File: src/rtl/mbe_mac_acc.sv
// mbe_mac_acc: accumulates NTAPS signed MBE products into one FIR sample.
// Optional MBE_MAC_SAT_EN: saturate accumulator and sample on overflow.
module mbe_mac_acc #(
  parameter int DWIDTH = 11,
  parameter int NTAPS  = 9,
  parameter int GUARD  = 4,
  localparam int PW    = 2*DWIDTH,
  localparam int AW    = PW + GUARD
) (
  input  logic                 clk_i,
  input  logic                 rst_n_i,
  input  logic                 clear_i,
  input  logic                 prod_valid_i,
  input  logic signed [PW-1:0] prod_i,
  output logic                 prod_ready_o,
  output logic                 sum_valid_o,
  input  logic                 sum_ready_i,
  output logic signed [AW-1:0] sum_o,
  output logic                 ovf_o
);

  localparam int CW = (NTAPS > 1) ? $clog2(NTAPS) : 1;
  localparam logic [CW-1:0] LAST = CW'(NTAPS-1);

  typedef enum logic {S_ACC, S_HOLD} state_t;

  state_t          r_state;
  logic [AW-1:0]   r_acc;
  logic [CW-1:0]   r_cnt;
  logic            r_ovf_acc;
  logic [AW-1:0]   r_sum;
  logic            r_valid;
  logic            r_ovf;

  logic            w_take;
  logic            w_drain;
  logic            w_first;
  logic            w_last;
  logic [AW-1:0]   w_ext;
  logic [AW-1:0]   w_a;
  logic [AW-1:0]   w_sum;
  logic            w_ovf;
  logic            w_ovf_fin;
  logic [AW-1:0]   w_res;
  logic [AW-1:0]   w_fin;

  assign prod_ready_o = (r_state == S_ACC) | sum_ready_i;
  assign sum_valid_o  = r_valid;
  assign sum_o        = r_sum;
  assign ovf_o        = r_ovf;

  assign w_take  = prod_valid_i & prod_ready_o;
  assign w_drain = r_valid & sum_ready_i;
  assign w_first = (r_cnt == '0);
  assign w_last  = (r_cnt == LAST);

  assign w_ext   = AW'(prod_i);
  assign w_a     = w_first ? '0 : r_acc;
  assign w_sum   = w_a + w_ext;
  assign w_ovf   = (w_a[AW-1] == w_ext[AW-1]) &
                   (w_sum[AW-1] != w_a[AW-1]);
  assign w_ovf_fin = r_ovf_acc | w_ovf;

`ifdef MBE_MAC_SAT_EN
  localparam logic [AW-1:0] MAXV = {1'b0, {(AW-1){1'b1}}};
  localparam logic [AW-1:0] MINV = {1'b1, {(AW-1){1'b0}}};

  // Direction of the most recent overflow in this frame
  logic            r_neg;
  logic            w_neg;
  logic [AW-1:0]   w_clamp;

  assign w_neg   = w_ovf ? w_a[AW-1] : r_neg;
  assign w_clamp = w_neg ? MINV : MAXV;
  assign w_res   = w_ovf ? w_clamp : w_sum;
  assign w_fin   = w_ovf_fin ? w_clamp : w_sum;
`else
  assign w_res   = w_sum;
  assign w_fin   = w_sum;
`endif

  always_ff @(posedge clk_i or negedge rst_n_i) begin
    if (!rst_n_i) begin
      r_state   <= S_ACC;
      r_acc     <= '0;
      r_cnt     <= '0;
      r_ovf_acc <= 1'b0;
      r_sum     <= '0;
      r_valid   <= 1'b0;
      r_ovf     <= 1'b0;
`ifdef MBE_MAC_SAT_EN
      r_neg     <= 1'b0;
`endif
    end else if (clear_i) begin
      r_state   <= S_ACC;
      r_acc     <= '0;
      r_cnt     <= '0;
      r_ovf_acc <= 1'b0;
      r_valid   <= 1'b0;
      r_ovf     <= 1'b0;
    end else begin
      if (w_drain) begin
        r_valid <= 1'b0;
        r_state <= S_ACC;
      end
      // In HOLD an accept implies a drain, and cnt is 0 there
      if (w_take) begin
        if (w_last) begin
          r_sum     <= w_fin;
          r_ovf     <= w_ovf_fin;
          r_valid   <= 1'b1;
          r_acc     <= w_res;
          r_cnt     <= '0;
          r_ovf_acc <= 1'b0;
          r_state   <= S_HOLD;
        end else begin
          r_acc     <= w_res;
          r_cnt     <= r_cnt + 1'b1;
          r_ovf_acc <= w_ovf_fin;
`ifdef MBE_MAC_SAT_EN
          r_neg     <= w_neg;
`endif
        end
      end
    end
  end

endmodule
File: config.mk
export PLATFORM = sky130hd
export DESIGN_NAME = mbe_mac_acc
export DESIGN_NICKNAME = d
export VERILOG_FILES = /design/src/rtl/mbe_mac_acc.sv
export SDC_FILE = /design/constraint.sdc
export NUM_CORES = 1
export LEC_CHECK = 0
export BUFFER_PORTS_ARGS = -buffer_cell sky130_fd_sc_hd__buf_2
export CAP_MARGIN = 20
export CELL_PAD_IN_SITES_DETAIL_PLACEMENT = 0
export CELL_PAD_IN_SITES_GLOBAL_PLACEMENT = 1
export CORE_MARGIN = 1.5
export CORE_UTILIZATION = 47
export CTS_CLUSTER_DIAMETER = 50
export DETAILED_ROUTE_END_ITERATION = 7
export PLACE_DENSITY = 0.95
export REMOVE_ABC_BUFFERS = 1
export SLEW_MARGIN = 5
export SYNTH_ARGS = -nofsm -noshare
export SYNTH_HDL_FRONTEND = slang
export SYNTH_SLANG_ARGS = --single-unit
File: constraint.sdc
create_clock -name clk_i -period 7.8 [get_ports clk_i]
set_clock_uncertainty 0.1 [all_clocks]
set_input_delay 0 -clock clk_i [delete_from_list [all_inputs] [get_ports clk_i]]
set_output_delay 0 -clock clk_i [all_outputs]
set_load 0.02 [all_outputs]
==> impl_summary.log <==
[metrics] crit start category: register
[metrics] adder-cell area share of the yosys netlist: 0.0905
[metrics] die boundary width: ~95 um
[metrics] setup violators final: 0
[metrics] category of the worst setup path capture point: register
[metrics] final hold viol count: 0
[metrics] CTS root buf: sky130_fd_sc_hd__clkbuf_8
[metrics] clock network fraction of design power: 0.361
[metrics] classification of the worst setup path: register to register
[metrics] net count of the finished layout: between 500 and 600
[metrics] EDFF count, synth: 0
[metrics] wire length of the first global-routing pass: approximately 16000 um
[metrics] clock tree from TritonCTS: built
[metrics] area of the die: 8970 sq um
[metrics] antenna violations before repair: 0
[metrics] number of remaining DRC errors: 0
[metrics] Synth Area in Compound Gates: 0.212
[metrics] Sw Pwr: between 200 and 250 uW
[metrics] number of sinks on the clock net: 60
[metrics] switching part of the total power: 0.304
[metrics] run status: finished clean
[metrics] overflow left after global routing: 0
[metrics] commonest cells after routing, fill and taps aside: 109 x sky130_fd_sc_hd__nand2_1, 60 x sky130_fd_sc_hd__dfrtp_1, 55 x sky130_fd_sc_hd__buf_2, 49 x sky130_fd_sc_hd__a21oi_1, 29 x sky130_fd_sc_hd__nor2b_1
[metrics] largest net degree at the start of global routing: a little over 60
[metrics] RSZ-0062 raised after global routing: no
[metrics] last weighted congestion value of the routability-driven placer: ~0.87
[metrics] proportion of layout cells with a drive suffix above 1: 0.160
[metrics] Combinational Power Share: 0.201
[metrics] fraction of power consumed by sequential logic: 0.438
[metrics] Detail Placement HPWL: approximately 6600 um
[metrics] top cells by area in the synthesized netlist: sky130_fd_sc_hd__dfrtp_1 38%, sky130_fd_sc_hd__nand2_1 10%, sky130_fd_sc_hd__ha_1 8.5%
[metrics] ANT cells: 0
[metrics] Clock transition at path regs: about 0.07 ns
[metrics] area added between synthesis and finish: 14.9%
[metrics] Min Hold Slack: 0.0833 ns
[metrics] reported leakage power: between 2 and 2.5 nW
[metrics] proportion of register bits with asynchronous set or reset after synthesis: 1.00
[metrics] Via density: roughly 5.6
[metrics] Vias: between 3000 and 4000
[metrics] top-area cell type share of the netlist area: 0.380
[metrics] Total Routed Length: ~9600 um
[metrics] total routing usage reported by global routing: 0.233
[metrics] Synth Area in XOR/XNOR: 0.0443
[metrics] count of boundary I/O pins: 56
[metrics] latest clock arrival within the worst-skew pair: about 0.35 ns
[metrics] total negative slack for setup checks: 0 ns
[metrics] most common cell after layout, fill and taps aside: sky130_fd_sc_hd__nand2_1
[metrics] dominant combinational cell family by area after synthesis: simple AND/OR/NAND/NOR gates
[metrics] number of max-cap violations: 0
[metrics] reg2reg setup slack: between 4 and 5 ns
[metrics] placement row count: 33
[metrics] CTS buffer count: 9
[metrics] length of the first detailed-routing pass in iterations: 5
[metrics] placed instance count: just over 600
[metrics] register bit total from synthesis: 60
[metrics] Post-CTS Repair Setup Buffers: 0
[metrics] highest net fanout along the worst path: 26
[metrics] Arr. time, crit path: ~3.9 ns
[metrics] synthesized cell area: approximately 4000 sq um
[metrics] portion of the post-synthesis area used by sequential elements: 0.380
[metrics] leading area contributor after synthesis: sky130_fd_sc_hd__dfrtp_1
[metrics] Synth warnings: 0
[metrics] post-route clock period utilization: 0.481
[metrics] maximum count of clock buffers along a single path: 2
[metrics] type of the tightest min-delay check: primary input to register
[metrics] initial cell density of the core: 0.483
[metrics] portion of netlist area occupied by mux cells: 0.0136
[metrics] Post-DRT Antenna Nets: 0
[metrics] area share of and/or/nand/nor cells after synthesis: 0.228
[metrics] floorplan die height: 94.7 um
[metrics] pwr/cell area: between 150 and 200 nW/um^2
[metrics] H-tree levels: 3
[metrics] mean instance size in the synthesized netlist: between 8 and 9 sq um
[metrics] final-report max-slew violation count: 0
[metrics] maximum clock frequency: 267 MHz
[metrics] Slew headroom: 0.476
[metrics] number of distinct library cells after synthesis: between 50 and 60
[metrics] required time at the worst-slack endpoint: around 7.9 ns
[metrics] Core ar.: 8180 sq um
[metrics] post-route minimum period: 3.75 ns
[metrics] Syn Inst Count: 469
[metrics] count of input and output buffers: between 50 and 60
[metrics] Final Instance Count excl. Fillers: 630
[metrics] drt wl/cell: ~15 um
[metrics] actual slew at the worst max-slew pin: around 0.79 ns
[metrics] Max IR drop VDD: slightly below 0.09 mV
[metrics] first-iteration detailed-routing DRC count: ~220
[metrics] vias in the first global route: 3315
[metrics] internal power of the cells: roughly 530 uW
[metrics] commonest register cell after synthesis: sky130_fd_sc_hd__dfrtp_1
kinds of logic after synthesis:
kind of cell / after synthesis
xor+xnor: 20
fa+ha+maj: 28
mux: 5
compound gates: 129
buf+inv: 32
flops: 60
simple gates: 195
registers in the layout (all words and copies together) (netlist names):
register and flops:
sum_valid_o 1, sum_o 26, r_cnt 4, ovf_o 1, r_state 1, r_acc 26
r_ovf_acc 1
per-stage QoR:
step                      setup WS [ns]  utilization  area (sq um)  power [mW]
final                              4.05        0.556          4540       0.768
after global routing               3.83        0.556          4540       0.813
after CTS                          4.09        0.556          4540       0.777
after detailed placement           4.13        0.527          4310       0.495
after global placement             4.24        0.527          4310       0.491
after floorplan                    3.40            -          3850       0.444
worst max-delay path: stages, from the launching register on:
cell,delay (ns)
sky130_fd_sc_hd__dfrtp_1,0.41
sky130_fd_sc_hd__inv_1,0.06
sky130_fd_sc_hd__ha_1,0.20
sky130_fd_sc_hd__nor3b_2,0.15
sky130_fd_sc_hd__buf_4,0.23
sky130_fd_sc_hd__nor2b_1,0.14
sky130_fd_sc_hd__ha_1,0.21
sky130_fd_sc_hd__fa_1,0.26
sky130_fd_sc_hd__a211oi_1,0.11
sky130_fd_sc_hd__o21ai_0,0.37
sky130_fd_sc_hd__nand4_1,0.26
sky130_fd_sc_hd__a311oi_1,0.52
sky130_fd_sc_hd__a21oi_1,0.17
sky130_fd_sc_hd__xnor2_1,0.17
sky130_fd_sc_hd__mux2_2,0.26
synth_stat cells, types with 2 or more instances:
| library cell | n |
|---|---|
| sky130_fd_sc_hd__a2111oi_0 | 3 |
| sky130_fd_sc_hd__a211o_1 | 3 |
| sky130_fd_sc_hd__a211oi_1 | 5 |
| sky130_fd_sc_hd__a21boi_0 | 4 |
| sky130_fd_sc_hd__a21o_1 | 9 |
| sky130_fd_sc_hd__a21oi_1 | 49 |
| sky130_fd_sc_hd__a22o_1 | 4 |
| sky130_fd_sc_hd__a311o_1 | 3 |
| sky130_fd_sc_hd__a311oi_1 | 3 |
| sky130_fd_sc_hd__a31oi_1 | 5 |
| sky130_fd_sc_hd__and3_1 | 5 |
| sky130_fd_sc_hd__and4_1 | 2 |
| sky130_fd_sc_hd__buf_1 | 4 |
| sky130_fd_sc_hd__buf_2 | 4 |
| sky130_fd_sc_hd__clkbuf_1 | 17 |
| sky130_fd_sc_hd__dfrtp_1 | 60 |
| sky130_fd_sc_hd__ha_1 | 27 |
| sky130_fd_sc_hd__inv_1 | 6 |
| sky130_fd_sc_hd__mux2_2 | 3 |
| sky130_fd_sc_hd__mux2i_1 | 2 |
| sky130_fd_sc_hd__nand2_1 | 109 |
| sky130_fd_sc_hd__nand2b_1 | 4 |
| sky130_fd_sc_hd__nand3_1 | 7 |
| sky130_fd_sc_hd__nand3b_1 | 2 |
| sky130_fd_sc_hd__nand4_1 | 7 |
| sky130_fd_sc_hd__nor2_1 | 17 |
| sky130_fd_sc_hd__nor2b_1 | 29 |
| sky130_fd_sc_hd__nor3_1 | 4 |
| sky130_fd_sc_hd__o211ai_1 | 6 |
| sky130_fd_sc_hd__o21a_1 | 3 |
| sky130_fd_sc_hd__o21ai_0 | 19 |
| sky130_fd_sc_hd__o21bai_1 | 2 |
| sky130_fd_sc_hd__or3_1 | 5 |
| sky130_fd_sc_hd__xnor2_1 | 13 |
| sky130_fd_sc_hd__xor2_1 | 7 |
power groups by stage:
stage	Clock [mW]	Combinational [mW]	Sequential, mW
detailed placement	0	0.153	0.342
floorplan	0	0.0972	0.347
finish	0.278	0.155	0.336
global placement	0	0.149	0.341
CTS	0.286	0.155	0.336
global route	0.302	0.173	0.338
layer usage:
layer  part of all wire  vias to the layer above  wire length (um)  track usage
li1                   -                     1766                 -            -
met4              0.013                        0               121       0.0572
met3              0.049                        9               469       0.0491
met5                  0                        -                 0            0
met1               0.46                     1697              4460        0.315
met2               0.48                       87              4590        0.380
repair_timing:
item | 4_1_cts | 5_1_grt
setup endpoints to repair | 0 | 0
resized for setup | 0 | 0
hold buffers | 4 | 0
hold endpoints to repair | 65 | 0
worst paths after layout:
path / from / to / depth (start not counted)
worst max-delay path: r_cnt[0] / sum_o[24] / 14
worst min-delay path: prod_i[5] / sum_o[5] / 5
worst max register to register: r_cnt[0] / sum_o[24] / 14
worst min register to register: sum_o[16] / sum_o[16] / 2
max in group asynchronous: rst_n_i / r_acc[21] / 3
min in group asynchronous: rst_n_i / sum_o[5] / 3
cell type report:
class / instances / area (sq um)
fill: 752 / 3630
multi-input combinational: 377 / 2330
sequential: 60 / 1500
timing repair buffer: 65 / 360
tap: 105 / 131
clock buffer: 10 / 128
clock inverter: 6 / 65.1
inverter: 7 / 26.3
Note: power is estimated with default switching activity, not from simulation.
